### src/rtl/instr_retire_monitor.sv
// rtl/instr_retire_monitor.sv - retire-stream classifier with saturating class counters and a cycle-stamped PC trace FIFO
module instr_retire_monitor #(
    parameter int PC_W  = 32,
    parameter int DEPTH = 16,
    parameter int CNT_W = 32
) (
    input  logic                     clk,
    input  logic                     rst,
    input  logic                     retire_valid,
    input  logic [PC_W-1:0]          retire_pc,
    input  logic [31:0]              retire_instr,
    input  logic                     trace_en,
    input  logic                     rd_en,
    output logic                     rd_valid,
    output logic [PC_W-1:0]          rd_pc,
    output logic [4:0]               rd_class,
    output logic [CNT_W-1:0]         rd_cycle,
    output logic [$clog2(DEPTH):0]   fifo_level,
    output logic                     overflow,
    output logic [CNT_W-1:0]         drop_cnt,
    input  logic [4:0]               cnt_sel,
    output logic [CNT_W-1:0]         cnt_value,
    input  logic                     cnt_clear
);
    localparam int AW   = $clog2(DEPTH);
    localparam int NCLS = 17;

    logic [4:0]       cls;
    logic [CNT_W-1:0] cycle_q, cycle_d;
    logic [CNT_W-1:0] cnt_q [NCLS];
    logic [CNT_W-1:0] cnt_d [NCLS];
    logic [AW-1:0]    wr_ptr_q, wr_ptr_d, rd_ptr_q, rd_ptr_d;
    logic [AW:0]      level_q, level_d;
    logic             ovf_q, ovf_d;
    logic [CNT_W-1:0] drop_q, drop_d;
    logic [PC_W-1:0]  mem_pc   [DEPTH];
    logic [4:0]       mem_cls  [DEPTH];
    logic [CNT_W-1:0] mem_cyc  [DEPTH];
    logic             push_req, push, pop, full, drop;

    always_comb begin
        cls = 5'd16;
        if (retire_instr[31:26] == 6'd0) begin
            case (retire_instr[5:0])
                6'd32: cls = 5'd0;
                6'd34: cls = 5'd1;
                6'd36: cls = 5'd2;
                6'd37: cls = 5'd3;
                6'd8:  cls = 5'd4;
                6'd42: cls = 5'd5;
                6'd27: cls = 5'd6;
                6'd16: cls = 5'd7;
                6'd18: cls = 5'd8;
                6'd2:  cls = 5'd9;
                6'd0:  cls = 5'd10;
                default: cls = 5'd16;
            endcase
        end else begin
            case (retire_instr[31:26])
                6'd13: cls = 5'd11;
                6'd35: cls = 5'd12;
                6'd43: cls = 5'd13;
                6'd4:  cls = 5'd14;
                6'd2:  cls = 5'd15;
                default: cls = 5'd16;
            endcase
        end
    end

    // A full FIFO still accepts a push when the head is popped in the same cycle.
    always_comb begin
        push_req = retire_valid & trace_en;
        full     = (level_q == (AW+1)'(DEPTH));
        pop      = rd_en & (level_q != '0);
        push     = push_req & (~full | pop);
        drop     = push_req & full & ~pop;
    end

    always_comb begin
        cycle_d  = cycle_q + CNT_W'(1);
        wr_ptr_d = wr_ptr_q;
        rd_ptr_d = rd_ptr_q;
        level_d  = level_q;
        if (push) wr_ptr_d = wr_ptr_q + AW'(1);
        if (pop)  rd_ptr_d = rd_ptr_q + AW'(1);
        if (push && !pop)      level_d = level_q + (AW+1)'(1);
        else if (pop && !push) level_d = level_q - (AW+1)'(1);
    end

    // Clear acts first, so a same-cycle event lands on zeroed state.
    always_comb begin
        ovf_d  = cnt_clear ? 1'b0 : ovf_q;
        drop_d = cnt_clear ? '0 : drop_q;
        if (drop) begin
            ovf_d = 1'b1;
            if (drop_d != '1) drop_d = drop_d + CNT_W'(1);
        end
        for (int i = 0; i < NCLS; i++) begin
            cnt_d[i] = cnt_clear ? '0 : cnt_q[i];
            if (retire_valid && cls == 5'(i) && cnt_d[i] != '1)
                cnt_d[i] = cnt_d[i] + CNT_W'(1);
        end
    end

    always_ff @(posedge clk or posedge rst) begin
        if (rst) begin
            cycle_q  <= '0;
            wr_ptr_q <= '0;
            rd_ptr_q <= '0;
            level_q  <= '0;
            ovf_q    <= 1'b0;
            drop_q   <= '0;
            for (int i = 0; i < NCLS; i++) cnt_q[i] <= '0;
        end else begin
            cycle_q  <= cycle_d;
            wr_ptr_q <= wr_ptr_d;
            rd_ptr_q <= rd_ptr_d;
            level_q  <= level_d;
            ovf_q    <= ovf_d;
            drop_q   <= drop_d;
            for (int i = 0; i < NCLS; i++) cnt_q[i] <= cnt_d[i];
        end
    end

    always_ff @(posedge clk) begin
        if (push) begin
            mem_pc[wr_ptr_q]  <= retire_pc;
            mem_cls[wr_ptr_q] <= cls;
            mem_cyc[wr_ptr_q] <= cycle_q;
        end
    end

    always_comb begin
        rd_valid   = (level_q != '0);
        rd_pc      = rd_valid ? mem_pc[rd_ptr_q]  : '0;
        rd_class   = rd_valid ? mem_cls[rd_ptr_q] : '0;
        rd_cycle   = rd_valid ? mem_cyc[rd_ptr_q] : '0;
        fifo_level = level_q;
        overflow   = ovf_q;
        drop_cnt   = drop_q;
        cnt_value  = (cnt_sel < 5'(NCLS)) ? cnt_q[cnt_sel] : '0;
    end
endmodule
### config.mk
export PLATFORM = sky130hd
export DESIGN_NAME = instr_retire_monitor
export DESIGN_NICKNAME = d
export VERILOG_FILES = /design/src/rtl/instr_retire_monitor.sv
export SDC_FILE = /design/constraint.sdc
export NUM_CORES = 2
export LEC_CHECK = 0
export CAP_MARGIN = 20
export CORE_MARGIN = 2
export CORE_UTILIZATION = 35
export CTS_CLUSTER_SIZE = 16
export DETAILED_ROUTE_END_ITERATION = 16
export PLACE_DENSITY = 0.57
export SETUP_SLACK_MARGIN = 0.02
export SLEW_MARGIN = 10
export SYNTH_ARGS = -nofsm -noshare
export SYNTH_HDL_FRONTEND = slang
export SYNTH_SLANG_ARGS = --single-unit
### constraint.sdc
create_clock -name clk -period 41.8 [get_ports clk]
set_input_delay 6.27 -clock clk [delete_from_list [all_inputs] [get_ports clk]]
set_output_delay 6.27 -clock clk [all_outputs]
set_load 0.05 [all_outputs]
==> qor.yml <==
status: "finished, final reports clean"
cap_violations: 0
placed_cells: 8683
port_buffers: 194
clk_path_buf_depth: 3
drtIter0Drc: 4692
syn-num-nets: 5797
dpl.hpwl_mm: 141
period_needed_ps: 16280
root_buffer: "clkbuf_16"
drt_pass1_iterations: 6
layout_commonest_cell: "edfxtp_1"
yosys.cell_types.count: 80
tightest_slew_ps: 1130
cts.sink_count: 1726
htreeDepth: 4
syn_inst: 5693
cp.required_ps: 35530
globalRoute.totalOverflow: 0
post_cts_buffers: 0
cp_max_fo: 42
yosysSeqAreaShare: 0.606
drive_above_1_share: 0.171
fin_crit_sh: 0.389
cp.arrival_ps: 10010
ys.flop_type: "edfxtp_1"
max-slew-margin-rel: 0.238
grt_pass1_wl_mm: 333
ir_drop_mv: 0.0550
skew_ps: 57.6
core_sq_um: 228000
area_delta_synth_final_pct: 14.9
worstSkewPairLatency_ps: 820
cts_resized: 0
cts_buffers: 185
synth_edf_count: 1104
rows: 175
clkTransAtPathRegs_ps: 50
grt_max_degree: 150
clock.fmax_mhz: 61.4
critPathLaunchType: "input pin"
power_density_nw_per_um2: 52.3
drc_errors: 0
p_leak_nw: 30.3
ys_seq_elements: 1726
drt-vias-per-instance: 5.67
place.gp.congestion: 0.886
first_global_vias: 50400
nets: 5969
grt_use_total: 0.187
wirelength_mm: 223
avgSynthCellArea_sq_um: 14.1
tritoncts: "done"
wl_per_cell_microns: 24.7
stdcell_count: 9044
post-route-util: 0.406
initial_utilization: 0.353
antenna_found_initial: 14
rsz0062_at_grt: "no"
setup_violations: 0
hold_path_class: "reg -> reg"
hold_buffers: 0
final_cell_mix: "edfxtp_1, dfrtp_1, mux4_2, nand2_1, xnor2_1"
yosysWarnings: 0
syn_area_sq_um: 80400
crit_type: "in -> out"
async_flop_share: 0.360
fp.dieH_microns: 483
drtAntennaViolNets: 0
vias: 51300
finalMaxSlewViolations: 0
crit_path_end_kind: "output port"
top_level_ports: 215
hold_viol: 0
die_x_microns: 483
tns_ps: 0
dieArea_sq_um: 233000
==> cells in the mapped netlist (all sizes together) (28+ instances only) <==
master  number  area share
xnor2      278       0.030
nor4       114      0.0098
nand4      174       0.014
and3        87      0.0068
buf         85      0.0044
xor2        43      0.0047
nand3      248       0.016
nand2      383       0.018
nor3       135      0.0087
o21ai      144      0.0090
and4        45      0.0049
edfxtp    1104        0.41
nand2b      28      0.0022
a21oi      208       0.013
o31ai       79      0.0074
dfrtp      622        0.19
nor2b      174       0.014
mux2        45      0.0063
or4        105      0.0099
and2        96      0.0075
nor2       286       0.013
mux4       505        0.14
ha          28      0.0044
inv        107      0.0050
clkbuf     226       0.011
or3        119      0.0093
==> worst max-delay path: stages <==
cell and delay, ps:
clkbuf_8 410, buf_4 750, mux4_2 690, mux4_2 480, inv_1 230, o21ai_0 300
clkdlybuf4s50_1 800
==> through the flow <==
| step | instance area, sq um | worst slack [ps] | hold slack, ps | total power [mW] |
|---|---|---|---|---|
| floorplan | 80400 | 18110 | 468 | 2.78 |
| finish | 92400 | 25520 | 483 | 4.83 |
| CTS | 92300 | 25570 | 488 | 4.89 |
| global route | 92400 | 25440 | 508 | 5.01 |
| global placement | 85800 | 25580 | 484 | 3.15 |
| detailed placement | 85800 | 25570 | 476 | 3.16 |
==> final cells by class <==
cell class	instances	area, sq um
fillers	20800	135000
flip-flops and latches	1726	48700
multi-input cells	3547	30100
clock buffers	255	5240
well taps	3009	3760
repair buffers	296	2780
clock inverters	93	1270
inverters	109	425
diodes	9	22.5
==> cells by family (layout without fill, tap and decap cells) <==
kind of cell	count (synthesis)	count (layout)	synth area share
xor+xnor	321	321	0.0350
other cells	0	9	0
fa+ha+maj	29	29	0.00461
compound gates	536	536	0.0404
flops	1726	1726	0.606
mux	563	563	0.149
buf+inv	420	753	0.0201
simple gates	2098	2098	0.144
==> final timing paths <==
check,startpoint,to,slack [ps],cells after the start
worst max-delay path,cnt_sel[0],cnt_value[26],25520,7
worst min-delay path,drop_cnt[31],drop_cnt[31],480,1
worst max register to register,fifo_level[0],mem_pc[11][13],37870,7
worst min register to register,drop_cnt[31],drop_cnt[31],480,1
max in group asynchronous,rst,cnt_q[62],32590,5
min in group asynchronous,rst,fifo_level[0],6020,2
==> report_power, final <==
part | leakage [nW] | switching [mW] | internal, mW | total [mW]
clock network | 3.13 | 0.712 | 1.02 | 1.73
logic | 8.97 | 0.669 | 0.489 | 1.16
registers | 18.2 | 0.0598 | 1.88 | 1.94
total | 30.3 | 1.44 | 3.39 | 4.83
==> per-layer routing <==
| layer | wire, microns | GRT usage | up-vias |
|---|---|---|---|
| met5 | 0 | 0 | - |
| met4 | 8420 | 0.0722 | 0 |
| met1 | 96600 | 0.260 | 26800 |
| li1 | - | - | 22500 |
| met3 | 11800 | 0.0245 | 363 |
| met2 | 106000 | 0.300 | 1600 |
==> registers in the layout, summed over array words and instances (netlist names) <==
register	cells
cnt_q	544
mem_cyc	512
mem_pc	512
mem_cls	80
cycle_q	32
drop_cnt	32
fifo_level	5
rd_ptr_q	4
wr_ptr_q	4
overflow	1
Note: power is estimated with default switching activity, not from simulation.
